$ cat src/rtl/player_ctrl_grid_if.sv
// Player controller bundle: frame strobe, buttons in; position, sword, state out.
// master drives frame_tick/buttons, slave is the controller driving the outputs.
interface player_ctrl_grid_if #(
  parameter int COORD_W = 4
);
  logic               frame_tick;
  logic               btn_up;
  logic               btn_down;
  logic               btn_left;
  logic               btn_right;
  logic               btn_attack;
  logic [COORD_W-1:0] player_x;
  logic [COORD_W-1:0] player_y;
  logic [1:0]         player_dir;
  logic               player_orient;
  logic [3:0]         player_sprite;
  logic [COORD_W-1:0] sword_x;
  logic [COORD_W-1:0] sword_y;
  logic               sword_visible;
  logic [1:0]         sword_dir;
  logic [1:0]         state;

  modport master (
    output frame_tick, btn_up, btn_down, btn_left, btn_right, btn_attack,
    input  player_x, player_y, player_dir, player_orient, player_sprite,
    input  sword_x, sword_y, sword_visible, sword_dir, state
  );

  modport slave (
    input  frame_tick, btn_up, btn_down, btn_left, btn_right, btn_attack,
    output player_x, player_y, player_dir, player_orient, player_sprite,
    output sword_x, sword_y, sword_visible, sword_dir, state
  );
endinterface

$ cat src/rtl/player_ctrl_grid.sv
// Grid player controller: movement, facing, walk animation, timed sword attack.
// Ports: clk, reset (sync, active-low), io (slave). Option: PLAYER_AUTOREPEAT_EN.
module player_ctrl_grid #(
  parameter int COORD_W         = 4,
  parameter int X_MIN           = 0,
  parameter int X_MAX           = 15,
  parameter int Y_MIN           = 2,
  parameter int Y_MAX           = 11,
  parameter int START_X         = 1,
  parameter int START_Y         = 3,
  parameter int ATTACK_FRAMES   = 5,
  parameter int COOLDOWN_FRAMES = 3,
  parameter int ANIM_PERIOD     = 20,
  parameter int REPEAT_DELAY    = 4
) (
  input logic              clk,
  input logic              reset,
  player_ctrl_grid_if.slave io
);
  typedef enum logic [1:0] {
    S_IDLE   = 2'b00,
    S_MOVE   = 2'b01,
    S_ATTACK = 2'b10,
    S_COOL   = 2'b11
  } state_e;

  localparam logic [COORD_W-1:0] XMIN = COORD_W'(X_MIN);
  localparam logic [COORD_W-1:0] XMAX = COORD_W'(X_MAX);
  localparam logic [COORD_W-1:0] YMIN = COORD_W'(Y_MIN);
  localparam logic [COORD_W-1:0] YMAX = COORD_W'(Y_MAX);
  localparam logic [COORD_W-1:0] ONE  = COORD_W'(1);
  localparam logic [7:0] AF    = 8'(ATTACK_FRAMES);
  localparam logic [7:0] CF    = 8'(COOLDOWN_FRAMES);
  localparam logic [7:0] AP    = 8'(ANIM_PERIOD);
  localparam logic [7:0] AHALF = 8'(ANIM_PERIOD / 2);

  state_e             state_q, state_d;
  logic [COORD_W-1:0] x_q, x_d, y_q, y_d;
  logic [COORD_W-1:0] sx_q, sx_d, sy_q, sy_d;
  logic [1:0]         dir_q, dir_d, sdir_q, sdir_d;
  logic               orient_q, orient_d, svis_q, svis_d;
  logic [3:0]         sprite_q, sprite_d;
  logic [7:0]         atk_q, atk_d, cd_q, cd_d, anim_q, anim_d;
  logic               atk_prev_q, atk_prev_d;

  logic               press, atk_trig, step_ok, adj_ok;
  logic [1:0]         dsel;
  logic [COORD_W-1:0] adj_x, adj_y;
  logic [7:0]         anim_nxt;

  assign press = io.btn_up | io.btn_down | io.btn_left | io.btn_right;
  // Edge detect on ticks: a held button never re-arms the attack.
  assign atk_trig = io.btn_attack & ~atk_prev_q;

  always_comb begin
    dsel = dir_q;
    if (io.btn_up)         dsel = 2'b00;
    else if (io.btn_down)  dsel = 2'b10;
    else if (io.btn_left)  dsel = 2'b11;
    else if (io.btn_right) dsel = 2'b01;
  end

  // Neighbour cell along dsel; bounds checked before the add/subtract.
  always_comb begin
    adj_x  = x_q;
    adj_y  = y_q;
    adj_ok = 1'b0;
    unique case (dsel)
      2'b00: if (y_q > YMIN) begin adj_y = y_q - ONE; adj_ok = 1'b1; end
      2'b01: if (x_q < XMAX) begin adj_x = x_q + ONE; adj_ok = 1'b1; end
      2'b10: if (y_q < YMAX) begin adj_y = y_q + ONE; adj_ok = 1'b1; end
      2'b11: if (x_q > XMIN) begin adj_x = x_q - ONE; adj_ok = 1'b1; end
    endcase
  end

`ifdef PLAYER_AUTOREPEAT_EN
  logic [7:0] hold_q, hold_d;
  logic [1:0] last_q, last_d;
  localparam logic [7:0] RD = 8'(REPEAT_DELAY);

  assign step_ok = (hold_q == 8'd0) || (dsel != last_q) || (hold_q > RD);

  always_comb begin
    hold_d = hold_q;
    last_d = last_q;
    if (io.frame_tick) begin
      last_d = dsel;
      if (!press)                                 hold_d = 8'd0;
      else if (dsel != last_q || hold_q == 8'd0)  hold_d = 8'd1;
      else if (hold_q <= RD)                      hold_d = hold_q + 8'd1;
    end
  end

  always_ff @(posedge clk) begin
    if (!reset) begin
      hold_q <= 8'd0;
      last_q <= 2'b01;
    end else begin
      hold_q <= hold_d;
      last_q <= last_d;
    end
  end
`else
  assign step_ok = 1'b1;
`endif

  assign anim_nxt = anim_q + 8'd1;

  always_comb begin
    state_d    = state_q;
    x_d        = x_q;
    y_d        = y_q;
    sx_d       = sx_q;
    sy_d       = sy_q;
    dir_d      = dir_q;
    sdir_d     = sdir_q;
    orient_d   = orient_q;
    svis_d     = svis_q;
    sprite_d   = sprite_q;
    atk_d      = atk_q;
    cd_d       = cd_q;
    anim_d     = anim_q;
    atk_prev_d = atk_prev_q;
    if (io.frame_tick) begin
      atk_prev_d = io.btn_attack;
      if (anim_nxt == AP) begin
        anim_d   = 8'd0;
        sprite_d = 4'b0011;
      end else begin
        anim_d = anim_nxt;
        if (anim_nxt == AHALF) sprite_d = 4'b0010;
      end
      unique case (state_q)
        S_IDLE, S_MOVE: begin
          if (atk_trig) begin
            state_d = S_ATTACK;
            dir_d   = dsel;
            sdir_d  = dsel;
            if (press && dsel[0]) orient_d = dsel[1];
            sx_d    = adj_x;
            sy_d    = adj_y;
            svis_d  = adj_ok;
            atk_d   = 8'd1;
          end else if (press) begin
            state_d = S_MOVE;
            dir_d   = dsel;
            if (dsel[0]) orient_d = dsel[1];
            if (adj_ok && step_ok) begin
              x_d = adj_x;
              y_d = adj_y;
            end
          end else begin
            state_d = S_IDLE;
          end
        end
        S_ATTACK: begin
          if (atk_q >= AF) begin
            svis_d  = 1'b0;
            cd_d    = 8'd1;
            state_d = (CF == 8'd0) ? S_IDLE : S_COOL;
          end else begin
            atk_d = atk_q + 8'd1;
          end
        end
        S_COOL: begin
          if (press) begin
            dir_d = dsel;
            if (dsel[0]) orient_d = dsel[1];
            if (adj_ok && step_ok) begin
              x_d = adj_x;
              y_d = adj_y;
            end
          end
          if (cd_q >= CF) state_d = S_IDLE;
          else            cd_d    = cd_q + 8'd1;
        end
      endcase
    end
  end

  always_ff @(posedge clk) begin
    if (!reset) begin
      state_q    <= S_IDLE;
      x_q        <= COORD_W'(START_X);
      y_q        <= COORD_W'(START_Y);
      sx_q       <= '0;
      sy_q       <= '0;
      dir_q      <= 2'b01;
      sdir_q     <= 2'b01;
      orient_q   <= 1'b0;
      svis_q     <= 1'b0;
      sprite_q   <= 4'b0011;
      atk_q      <= 8'd0;
      cd_q       <= 8'd0;
      anim_q     <= 8'd0;
      atk_prev_q <= 1'b0;
    end else begin
      state_q    <= state_d;
      x_q        <= x_d;
      y_q        <= y_d;
      sx_q       <= sx_d;
      sy_q       <= sy_d;
      dir_q      <= dir_d;
      sdir_q     <= sdir_d;
      orient_q   <= orient_d;
      svis_q     <= svis_d;
      sprite_q   <= sprite_d;
      atk_q      <= atk_d;
      cd_q       <= cd_d;
      anim_q     <= anim_d;
      atk_prev_q <= atk_prev_d;
    end
  end

  assign io.player_x      = x_q;
  assign io.player_y      = y_q;
  assign io.player_dir    = dir_q;
  assign io.player_orient = orient_q;
  assign io.player_sprite = sprite_q;
  assign io.sword_x       = sx_q;
  assign io.sword_y       = sy_q;
  assign io.sword_visible = svis_q;
  assign io.sword_dir     = sdir_q;
  assign io.state         = state_q;
endmodule

$ cat src/flat_wrapper.sv
// flat-port wrapper written by rule: the top's interface ports become plain ports
module player_ctrl_grid_flat 
#(
  parameter int COORD_W         = 4,
  parameter int X_MIN           = 0,
  parameter int X_MAX           = 15,
  parameter int Y_MIN           = 2,
  parameter int Y_MAX           = 11,
  parameter int START_X         = 1,
  parameter int START_Y         = 3,
  parameter int ATTACK_FRAMES   = 5,
  parameter int COOLDOWN_FRAMES = 3,
  parameter int ANIM_PERIOD     = 20,
  parameter int REPEAT_DELAY    = 4
)
  (clk, reset, io_frame_tick, io_btn_up, io_btn_down, io_btn_left, io_btn_right, io_btn_attack, io_player_x, io_player_y, io_player_dir, io_player_orient, io_player_sprite, io_sword_x, io_sword_y, io_sword_visible, io_sword_dir, io_state);
  player_ctrl_grid_if #(.COORD_W(COORD_W)) io_i ();
  input logic clk;
  input logic reset;
  input wire logic [$bits(io_i.frame_tick)-1:0] io_frame_tick;
  input wire logic [$bits(io_i.btn_up)-1:0] io_btn_up;
  input wire logic [$bits(io_i.btn_down)-1:0] io_btn_down;
  input wire logic [$bits(io_i.btn_left)-1:0] io_btn_left;
  input wire logic [$bits(io_i.btn_right)-1:0] io_btn_right;
  input wire logic [$bits(io_i.btn_attack)-1:0] io_btn_attack;
  output wire logic [$bits(io_i.player_x)-1:0] io_player_x;
  output wire logic [$bits(io_i.player_y)-1:0] io_player_y;
  output wire logic [$bits(io_i.player_dir)-1:0] io_player_dir;
  output wire logic [$bits(io_i.player_orient)-1:0] io_player_orient;
  output wire logic [$bits(io_i.player_sprite)-1:0] io_player_sprite;
  output wire logic [$bits(io_i.sword_x)-1:0] io_sword_x;
  output wire logic [$bits(io_i.sword_y)-1:0] io_sword_y;
  output wire logic [$bits(io_i.sword_visible)-1:0] io_sword_visible;
  output wire logic [$bits(io_i.sword_dir)-1:0] io_sword_dir;
  output wire logic [$bits(io_i.state)-1:0] io_state;
  assign io_i.frame_tick = io_frame_tick;
  assign io_i.btn_up = io_btn_up;
  assign io_i.btn_down = io_btn_down;
  assign io_i.btn_left = io_btn_left;
  assign io_i.btn_right = io_btn_right;
  assign io_i.btn_attack = io_btn_attack;
  assign io_player_x = io_i.player_x;
  assign io_player_y = io_i.player_y;
  assign io_player_dir = io_i.player_dir;
  assign io_player_orient = io_i.player_orient;
  assign io_player_sprite = io_i.player_sprite;
  assign io_sword_x = io_i.sword_x;
  assign io_sword_y = io_i.sword_y;
  assign io_sword_visible = io_i.sword_visible;
  assign io_sword_dir = io_i.sword_dir;
  assign io_state = io_i.state;
  player_ctrl_grid #(.COORD_W(COORD_W), .X_MIN(X_MIN), .X_MAX(X_MAX), .Y_MIN(Y_MIN), .Y_MAX(Y_MAX), .START_X(START_X), .START_Y(START_Y), .ATTACK_FRAMES(ATTACK_FRAMES), .COOLDOWN_FRAMES(COOLDOWN_FRAMES), .ANIM_PERIOD(ANIM_PERIOD), .REPEAT_DELAY(REPEAT_DELAY)) u_core (.clk(clk), .reset(reset), .io(io_i));
endmodule
$ cat config.mk
export PLATFORM = sky130hd
export DESIGN_NAME = player_ctrl_grid_flat
export DESIGN_NICKNAME = d
export VERILOG_FILES = /design/src/rtl/player_ctrl_grid_if.sv /design/src/rtl/player_ctrl_grid.sv /design/src/flat_wrapper.sv
export SDC_FILE = /design/constraint.sdc
export NUM_CORES = 1
export LEC_CHECK = 0
export BUFFER_PORTS_ARGS = -buffer_cell sky130_fd_sc_hd__buf_2
export CAP_MARGIN = 20
export CORE_MARGIN = 3
export CORE_UTILIZATION = 62
export DETAILED_ROUTE_END_ITERATION = 6
export PLACE_DENSITY = 0.88
export SLEW_MARGIN = 0
export SYNTH_ARGS = -nofsm -noshare
export SYNTH_HDL_FRONTEND = slang
export SYNTH_SLANG_ARGS = --single-unit
$ cat constraint.sdc
create_clock -name clk -period 3.71 [get_ports clk]
set_clock_uncertainty 0.1 [all_clocks]
set_input_delay 0.5565 -clock clk [delete_from_list [all_inputs] [get_ports clk]]
set_output_delay 0.5565 -clock clk [all_outputs]
set_load 0.02 [all_outputs]
Yosys cells after proc, flatten, opt, wreduce, memory -nomap -nowiden
Index checks and enable logic that the tools add are counted.
- bits in registers: 53
- input bits: 8
- output and inout port bits: 28
- word-level logic and storage cells: 112
- add/subtract/negate cells: 7
- order comparisons: 6
- equal/unequal tests: 15
- muxes and demuxes: 48
- bitwise logic cells: 5
- reduce and logical (&&, ||, !) cells: 17
- operators by type and width (kind ; count):
    $mux 4 ; 12
    $mux 8 ; 5
    $pmux 4 s2 ; 4
    $pmux 8 s2 ; 2
    $add 8x1->8 const B ; 3
    $mux 2 ; 9
    $reduce_and 3->1 ; 4
    $reduce_and 4->1 ; 3
    $mux 1 ; 11
    $add 4x1->4 const B ; 2
    $eq 2x2->1 const B ; 4
    $eq 8x4->1 const B ; 1
    $eq 8x5->1 const B ; 1
    $ge 8x2->1 const B ; 1
    $ge 8x3->1 const B ; 1
    $lt 4x4->1 const B ; 2
    $reduce_bool 2->1 ; 4
    $sub 4x1->4 const B ; 2
    $ne 2x1->1 const B ; 3
    $ne 2x2->1 const B ; 3
    $pmux 2 s3 ; 1
    $eq 2x1->1 const B ; 2
    $gt 4x1->1 const B ; 1
    $gt 4x2->1 const B ; 1
    other kinds (11) ; 16

Depth between registers and ports, before layout
Gate-level depths: netlist (run 1).
- depth after elaboration: 10
- depth in mapped cells: 9
- gate-level depth less buffers: 8

Worst setup path before layout (run 1)
Ideal clock, no wire load.
- path type: input to register
- start point: in io_btn_left
- end point: reg u_core.y_q[0], in the netlist u_core.io.player_y[0]
- library setup time: 0.063 ns
- data arrival time: 2.138 ns
- required time: 3.547 ns
- setup slack: 1.409 ns
- cell stages on the path: 7
- path buffers: 1
- cells stage by stage: nor2_1 -> and2_1 -> clkbuf_2 -> mux2i_1 -> o211ai_1 -> or3_1 -> nand3_1
- longest elaborated chain between the ends: 9
- elaborated cells on any way between the ends: 15
- classes of those cells: eq/ne (3); mux (9); bitwise (2); reduce/logical (1)
- ends and longest elaborated chain (item ; line ; text):
    start: declaration ; flat_wrapper.sv:23 ; input wire logic [$bits(io_i.btn_left)-1:0] io_btn_left;
    $mux 2 ; player_ctrl_grid.sv:59 ; else if (io.btn_left) dsel = 2'b11;
    $mux 2 ; player_ctrl_grid.sv:58 ; else if (io.btn_down) dsel = 2'b10;
    $mux 2 ; player_ctrl_grid.sv:57 ; if (io.btn_up) dsel = 2'b00;
    $eq 2x2->1, or another cell as far along ; player_ctrl_grid.sv:68 ; unique case (dsel)
    $pmux 1 s4 or $pmux 4 s2 (tied branches) ; player_ctrl_grid.sv:68 ;
    $mux 4 ; player_ctrl_grid.sv:148, player_ctrl_grid.sv:169 ;
    $mux 4 (*) ; player_ctrl_grid.sv:144 ; end else if (press) begin
    $mux 4 ; player_ctrl_grid.sv:135 ; if (atk_trig) begin
    $pmux 4 s2 (*) ; player_ctrl_grid.sv:133 ; unique case (state_q)
    end signal: assignment ; player_ctrl_grid.sv:185 ; y_q <= COORD_W'(START_Y);
    end signal: assignment ; player_ctrl_grid.sv:200 ; y_q <= y_d;
    end: declaration ; player_ctrl_grid.sv:38 ; logic [COORD_W-1:0] x_q, x_d, y_q, y_d;
Mark *: on every way between the ends. The rest lies on a longest branch, timed or not. The select of a mux whose other input is x is not followed.
A chain may end at the register's enable or synchronous reset.

Worst setup path in the final report (run 1)
Same ends and word-level chain as after synthesis.

==> results.cfg, run 1 <==
[outcome]
status = completed

[yosys]
synth_top_family_by_area = simple AND/OR/NAND/NOR gates
yosysWarnings = 0
syn_avg_cell_area_um2 = 8.28
yosys.area_share.simple_pct = 23.5
synth-adder-area-share_pct = 5.51
yosysUniqueCellTypes = 55
synth_compound_area_share_pct = 22.1
synthArstFlopShare_pct = 0
syn_area_mm2 = 0.00272
synth-edff-count = 0
synth_seq_cells = 50
seq_area_frac_synth_pct = 36.7
muxShareOfSynthArea_pct = 2.20
yosys_most_used_dff = dfxtp_1
syn_inst = 329
yosys.area_share.xor_xnor_pct = 4.50

[timing]
tightest_slew_ns = 0.692
tns_ns = 0
timing.final.crit_period_ns = 2.48
finalSetupViolations = 0
max_freq_mhz = 403
hold_violations = 0
rsz0062_at_grt = no
hold_ws_ns = 0.347
finalCritPeriodShare_pct = 66.9
drv_slew = 0
slew_headroom_pct = 53.5

[die]
die_x_um = 72.3
pin_count = 36
die_area_mm2 = 0.00522
die_h_um = 72.3
core_region_area_mm2 = 0.00412
rows = 23
start_util_pct = 66.2

[power]
p_seq_share_pct = 52.6
ir_worst_vdd_mv = 0.201
total_leakage_power_uw = 0.00125
combPwrFrac_pct = 18.1
intPower_uw = 764
pwr-share-clk_pct = 29.3
power_uw = 1110
p_per_area_mw_per_mm2 = 371
switching_share_pct = 30.9
p_switching_uw = 342

[critical_path]
cp.required_ns = 3.86
crit_path_start = io_btn_left
cp-start-kind = input pin
crit_type = in -> reg
r2r_end = u_core.io.player_y[0]
cp-endpoint = u_core.io.player_y[0]
rrSetupSlack_ns = 1.25
r2r_start = u_core.io.player_y[0]
worst-path-max-fanout = 8
arrival_ns = 2.63
crit_path_end_kind = flip-flop
ff2ff_path_depth = 7

[routing]
viasPerCell = 5.88
routed_wl_um = 5830
drc = 0
drt-met1-wl_um = 2760
routed.top_layer = met4
drtAntennaViolNets = 0
first_pass_iters = 4
wl_met2_um = 2630
post_drt_wl_per_cell_um = 14.4
vias = 2387
wl_met3_um = 346
drt_iter0_markers = 158

[placement]
portBuffers = 32
gp_congestion = 0.933
dp.cells = 398
dp_hpwl_um = 4230
place_area_mm2 = 0.00289

[finish]
nets = 375
drive_gt1_share_pct = 13.8
final_cell_area_mm2 = 0.00298
antenna_cells = 0
layout_commonest_cell = dfxtp_1
fin_cells = 406
syn_to_final_growth_pct = 9.46
mostFrequentLayoutCells = dfxtp_1, nand2_1, buf_2
nFillCells = 359

[cts]
cts_sinks = 50
cts_tree = built
clk_pin_slew_ns = 0.10
cts_root_buf = clkbuf_8
numCtsBuffers = 5
post-cts-setup-buffer-count = 0
cts-htree-levels = 2
clock_latency_ns = 0.31
cts_buffer_depth = 2
cts_resized = 0
cts_hold_buf = 0

[global_route]
grt_antenna_before_repair = 0
track_usage_pct = 23.1
grt_pass1_wl_um = 9730
grt_start_max_net_pins = 33
first_global_vias = 2191
grt_overflow = 0

[min_path]
hold_path_class = reg -> reg

[flow_run]
max_cap_viol_count = 0
-- layer usage --
| metal | vias up | GRT usage (%) |
|---|---|---|
| li1 | 1225 | - |
| met1 | 1083 | 31.1 |
| met2 | 67 | 34.8 |
| met3 | 12 | 5.82 |
| met4 | 0 | 10.4 |
| met5 | - | 0 |
-- Yosys cell counts (4+ instances only) --
cell type / instances / area share (%)
dfxtp_1: 50 / 37
nand2_1: 38 / 5.2
nor2_1: 24 / 3.3
o21ai_0: 19 / 3.5
inv_1: 15 / 2.1
nand3_1: 15 / 2.8
a21oi_1: 12 / 2.2
clkbuf_1: 12 / 1.7
ha_1: 12 / 5.5
xnor2_1: 11 / 3.5
and2_1: 7 / 1.6
nor2b_1: 7 / 1.6
a21boi_0: 6 / 1.7
mux2i_1: 6 / 2.2
nand2b_1: 6 / 1.4
a31oi_1: 5 / 1.1
o211ai_1: 5 / 1.4
o31ai_1: 5 / 1.4
a211oi_1: 4 / 1.1
a41oi_1: 4 / 1.3
and3_1: 4 / 0.92
o211a_1: 4 / 1.5
-- power groups by stage --
| stage | Clock [uW] | Combinational [uW] | Sequential [uW] |
|---|---|---|---|
| 6_report | 325 | 200 | 582 |
| 2_1_floorplan | 0 | 131 | 607 |
| 3_3_place_gp | 0 | 193 | 593 |
| 5_1_grt | 356 | 221 | 586 |
| 3_5_place_dp | 0 | 197 | 594 |
| 4_1_cts | 332 | 199 | 581 |
-- critical path, cell delays in order --
cell	delay (ns)
buf_2	0.13
nor2_1	0.33
and2_1	0.33
mux2i_1	0.43
o211ai_1	0.34
or3_1	0.43
nand3_1	0.08
-- kinds of logic (layout without fill, tap and decap cells) --
logic type / after synthesis / after routing
compound gates: 87 / 87
xor+xnor: 14 / 14
fa+ha+maj: 12 / 12
buf+inv: 32 / 58
flops: 50 / 50
mux: 6 / 6
other cells: 2 / 3
simple gates: 126 / 126
-- cell type report --
class                           instances  area [um2]  area share, %
Sequential cell                        50        1000           33.6
Inverter                               15        56.3           1.89
Clock inverter                          3        23.8          0.797
Multi-Input combinational cell        248        1590           53.2
Clock buffer                            5        68.8           2.31
Timing Repair Buffer                   35         183           6.13
Tap cell                               50        62.6           2.10
-- registers in the layout (all words and copies together) (netlist names) --
register,count
u_core.io.sword_visible,1
u_core.io.sword_x,4
u_core.io.player_sprite,1
u_core.io.state,2
u_core.anim_q,8
u_core.io.player_y,4
u_core.io.player_orient,1
u_core.io.player_x,4
u_core.io.sword_dir,2
u_core.cd_q,8
u_core.atk_prev_q,1
u_core.io.player_dir,2
u_core.io.sword_y,4
u_core.atk_q,8
-- how the worst min path moves through the flow --
stage                    startpoint              endpoint  cells past startpoint  slack (ns)
2_1_floorplan        u_core.cd_q[7]        u_core.cd_q[7]                      2        0.30
3_3_place_gp         u_core.cd_q[7]        u_core.cd_q[7]                      2        0.32
3_5_place_dp         u_core.cd_q[7]        u_core.cd_q[7]                      2        0.33
4_1_cts              u_core.cd_q[7]        u_core.cd_q[7]                      2        0.35
5_1_grt        u_core.io.sword_y[1]  u_core.io.sword_y[1]                      2        0.38
6_report             u_core.cd_q[7]        u_core.cd_q[7]                      2        0.35
-- per-stage QoR --
stage	utilization (%)	setup WS (ns)
2_1_floorplan	-	1.41
3_3_place_gp	70.2	1.09
3_5_place_dp	70.2	0.955
4_1_cts	72.5	1.27
5_1_grt	72.5	1.05
6_report	72.5	1.23
Power figures use the tool's default switching activity.
==> run 2, diff against run 1 <==
--- a/config.mk
+++ b/config.mk
@@ -8,9 +8,9 @@
 export BUFFER_PORTS_ARGS = -buffer_cell sky130_fd_sc_hd__buf_2
 export CAP_MARGIN = 20
 export CORE_MARGIN = 3
-export CORE_UTILIZATION = 62
+export CORE_UTILIZATION = 57
 export DETAILED_ROUTE_END_ITERATION = 6
-export PLACE_DENSITY = 0.88
+export PLACE_DENSITY = 0.82
 export SLEW_MARGIN = 0
 export SYNTH_ARGS = -nofsm -noshare
 export SYNTH_HDL_FRONTEND = slang
==> constraint.sdc (replaced) <==
create_clock -name clk -period 2.35 [get_ports clk]
set_clock_uncertainty 0.1 [all_clocks]
set_input_delay 0.3525 -clock clk [delete_from_list [all_inputs] [get_ports clk]]
set_output_delay 0.3525 -clock clk [all_outputs]
set_load 0.02 [all_outputs]
==> results.cfg, run 2 (synthesis results as in run 1) <==
[outcome]
status = completed

[die]
die_x_um = 75.1
rows = 24
pin_count = 36
start_util_pct = 60.9
die_area_mm2 = 0.00564
core_region_area_mm2 = 0.00447
die_h_um = 75.1

[placement]
gp_congestion = 0.883
portBuffers = 32
dp_hpwl_um = 4540
dp.cells = 410

[routing]
post_drt_wl_per_cell_um = 14.5
drt_iter0_markers = 187
drc = 0
routed_wl_um = 6060
drtAntennaViolNets = 0
vias = 2440
viasPerCell = 5.82
first_pass_iters = 4

[critical_path]
cp.required_ns = 2.51
cpLargestDelayFamily = simple AND/OR/NAND/NOR gates
crit_buf_inv = 0
crit_path_end_kind = flip-flop
crit_chain = ha_1 -> or4_1 -> o41ai_1 -> and4_1 -> and4_4 -> a31oi_1 -> nor2_1
crit_type = reg -> reg
cp-start-kind = flip-flop
arrival_ns = 2.37
slowest_stage = or4_1
worst-path-max-fanout = 6
rrSetupSlack_ns = 0.14
slowest_delay_ns = 0.42

[global_route]
grt_antenna_before_repair = 0
grt_start_max_net_pins = 20
first_global_vias = 2190
grt_pass1_wl_um = 10300
track_usage_pct = 23.7
grt_overflow = 0

[finish]
antenna_cells = 0
syn_to_final_growth_pct = 12.7
fin_cells = 419
nFillCells = 369
drive_gt1_share_pct = 16.3
top_regs = u_core.anim_q: 8 flops, u_core.atk_q: 8 flops, u_core.cd_q: 8 flops
mostFrequentLayoutCells = dfxtp_1, nand2_1, buf_2
utilization_pct = 68.6
layout_commonest_cell = dfxtp_1
nets = 386

[timing]
max_freq_mhz = 452
tightest_slew_ns = 0.532
finalCritPeriodShare_pct = 94.1
hold_ws_ns = 0.232
timing.final.crit_period_ns = 2.21
slew_headroom_pct = 64.2
tns_ns = 0
hold_violations = 0
finalSetupViolations = 0
drv_slew = 0
rsz0062_at_grt = no

[power]
p_per_area_mw_per_mm2 = 581
intPower_uw = 1250
p_switching_uw = 537
total_leakage_power_uw = 0.00131
p_seq_share_pct = 51.4
switching_share_pct = 30.1
combPwrFrac_pct = 18.9
ir_worst_vdd_mv = 0.284
power_uw = 1780
pwr-share-clk_pct = 29.6

[cts]
cts-htree-levels = 2
cts_buffer_depth = 2
cts_hold_buf = 0
clock_latency_ns = 0.31
cts_root_buf = clkbuf_8
cts_tree = built
cts_resized = 0
numCtsBuffers = 5
cts_sinks = 50
clk_pin_slew_ns = 0.09

[min_path]
hold_path_class = in -> reg

[flow_run]
max_cap_viol_count = 0
## run 2: layout make-up
cell class              count  area (um2)  share of cell area (%)
clock buffers               6        82.6                    2.69
clock inverters             2        12.5                   0.408
multi-input cells         248        1590                    51.7
inverters                  15        56.3                    1.83
well taps                  52        65.1                    2.12
flip-flops and latches     50        1000                    32.6
repair buffers             46         265                    8.64
## run 2: metrics by stage
| stage | worst slack (ns) | area (um2) |
|---|---|---|
| after floorplan | 0.180 | 2730 |
| after global placement | 0.198 | 2970 |
| after detailed placement | 0.159 | 2970 |
| after CTS | 0.141 | 3060 |
| after global routing | 0.0327 | 3070 |
| final | 0.138 | 3070 |
## run 2: final timing paths
kind             startpoint           endpoint  cells after the start
max reg2reg  u_core.cd_q[0]     u_core.cd_q[5]                      7
max          u_core.cd_q[0]     u_core.cd_q[5]                      7
min reg2reg  u_core.cd_q[7]     u_core.cd_q[7]                      2
min           io_btn_attack  u_core.atk_prev_q                      3
## run 2: metal layers
| layer | up-vias | part of all wire, % | global-route usage, % |
|---|---|---|---|
| li1 | 1247 | - | - |
| met1 | 1135 | 49 | 33.2 |
| met2 | 51 | 46 | 36.1 |
| met3 | 7 | 4.2 | 5.21 |
| met4 | 0 | 1.2 | 7.77 |
| met5 | - | 0 | 0 |
## run 2: worst register-to-register path: stages (launching register included)
cell     delay (ns)
dfxtp_1        0.35
ha_1           0.21
or4_1          0.42
o41ai_1        0.30
and4_1         0.37
and4_4         0.25
a31oi_1        0.08
nor2_1         0.08
## run 2: power groups by stage
stage / registers, uW / clock network, uW / logic (uW)
floorplan: 959 / 0 / 206
global placement: 936 / 0 / 324
detailed placement: 937 / 0 / 332
CTS: 917 / 537 / 334
global route: 925 / 580 / 381
finish: 918 / 529 / 338
## run 2: repair_timing
action,in CTS,in global routing
setup buffers,0,1
hold endpoints to repair,0,0
endpoints found under the setup margin,0,3
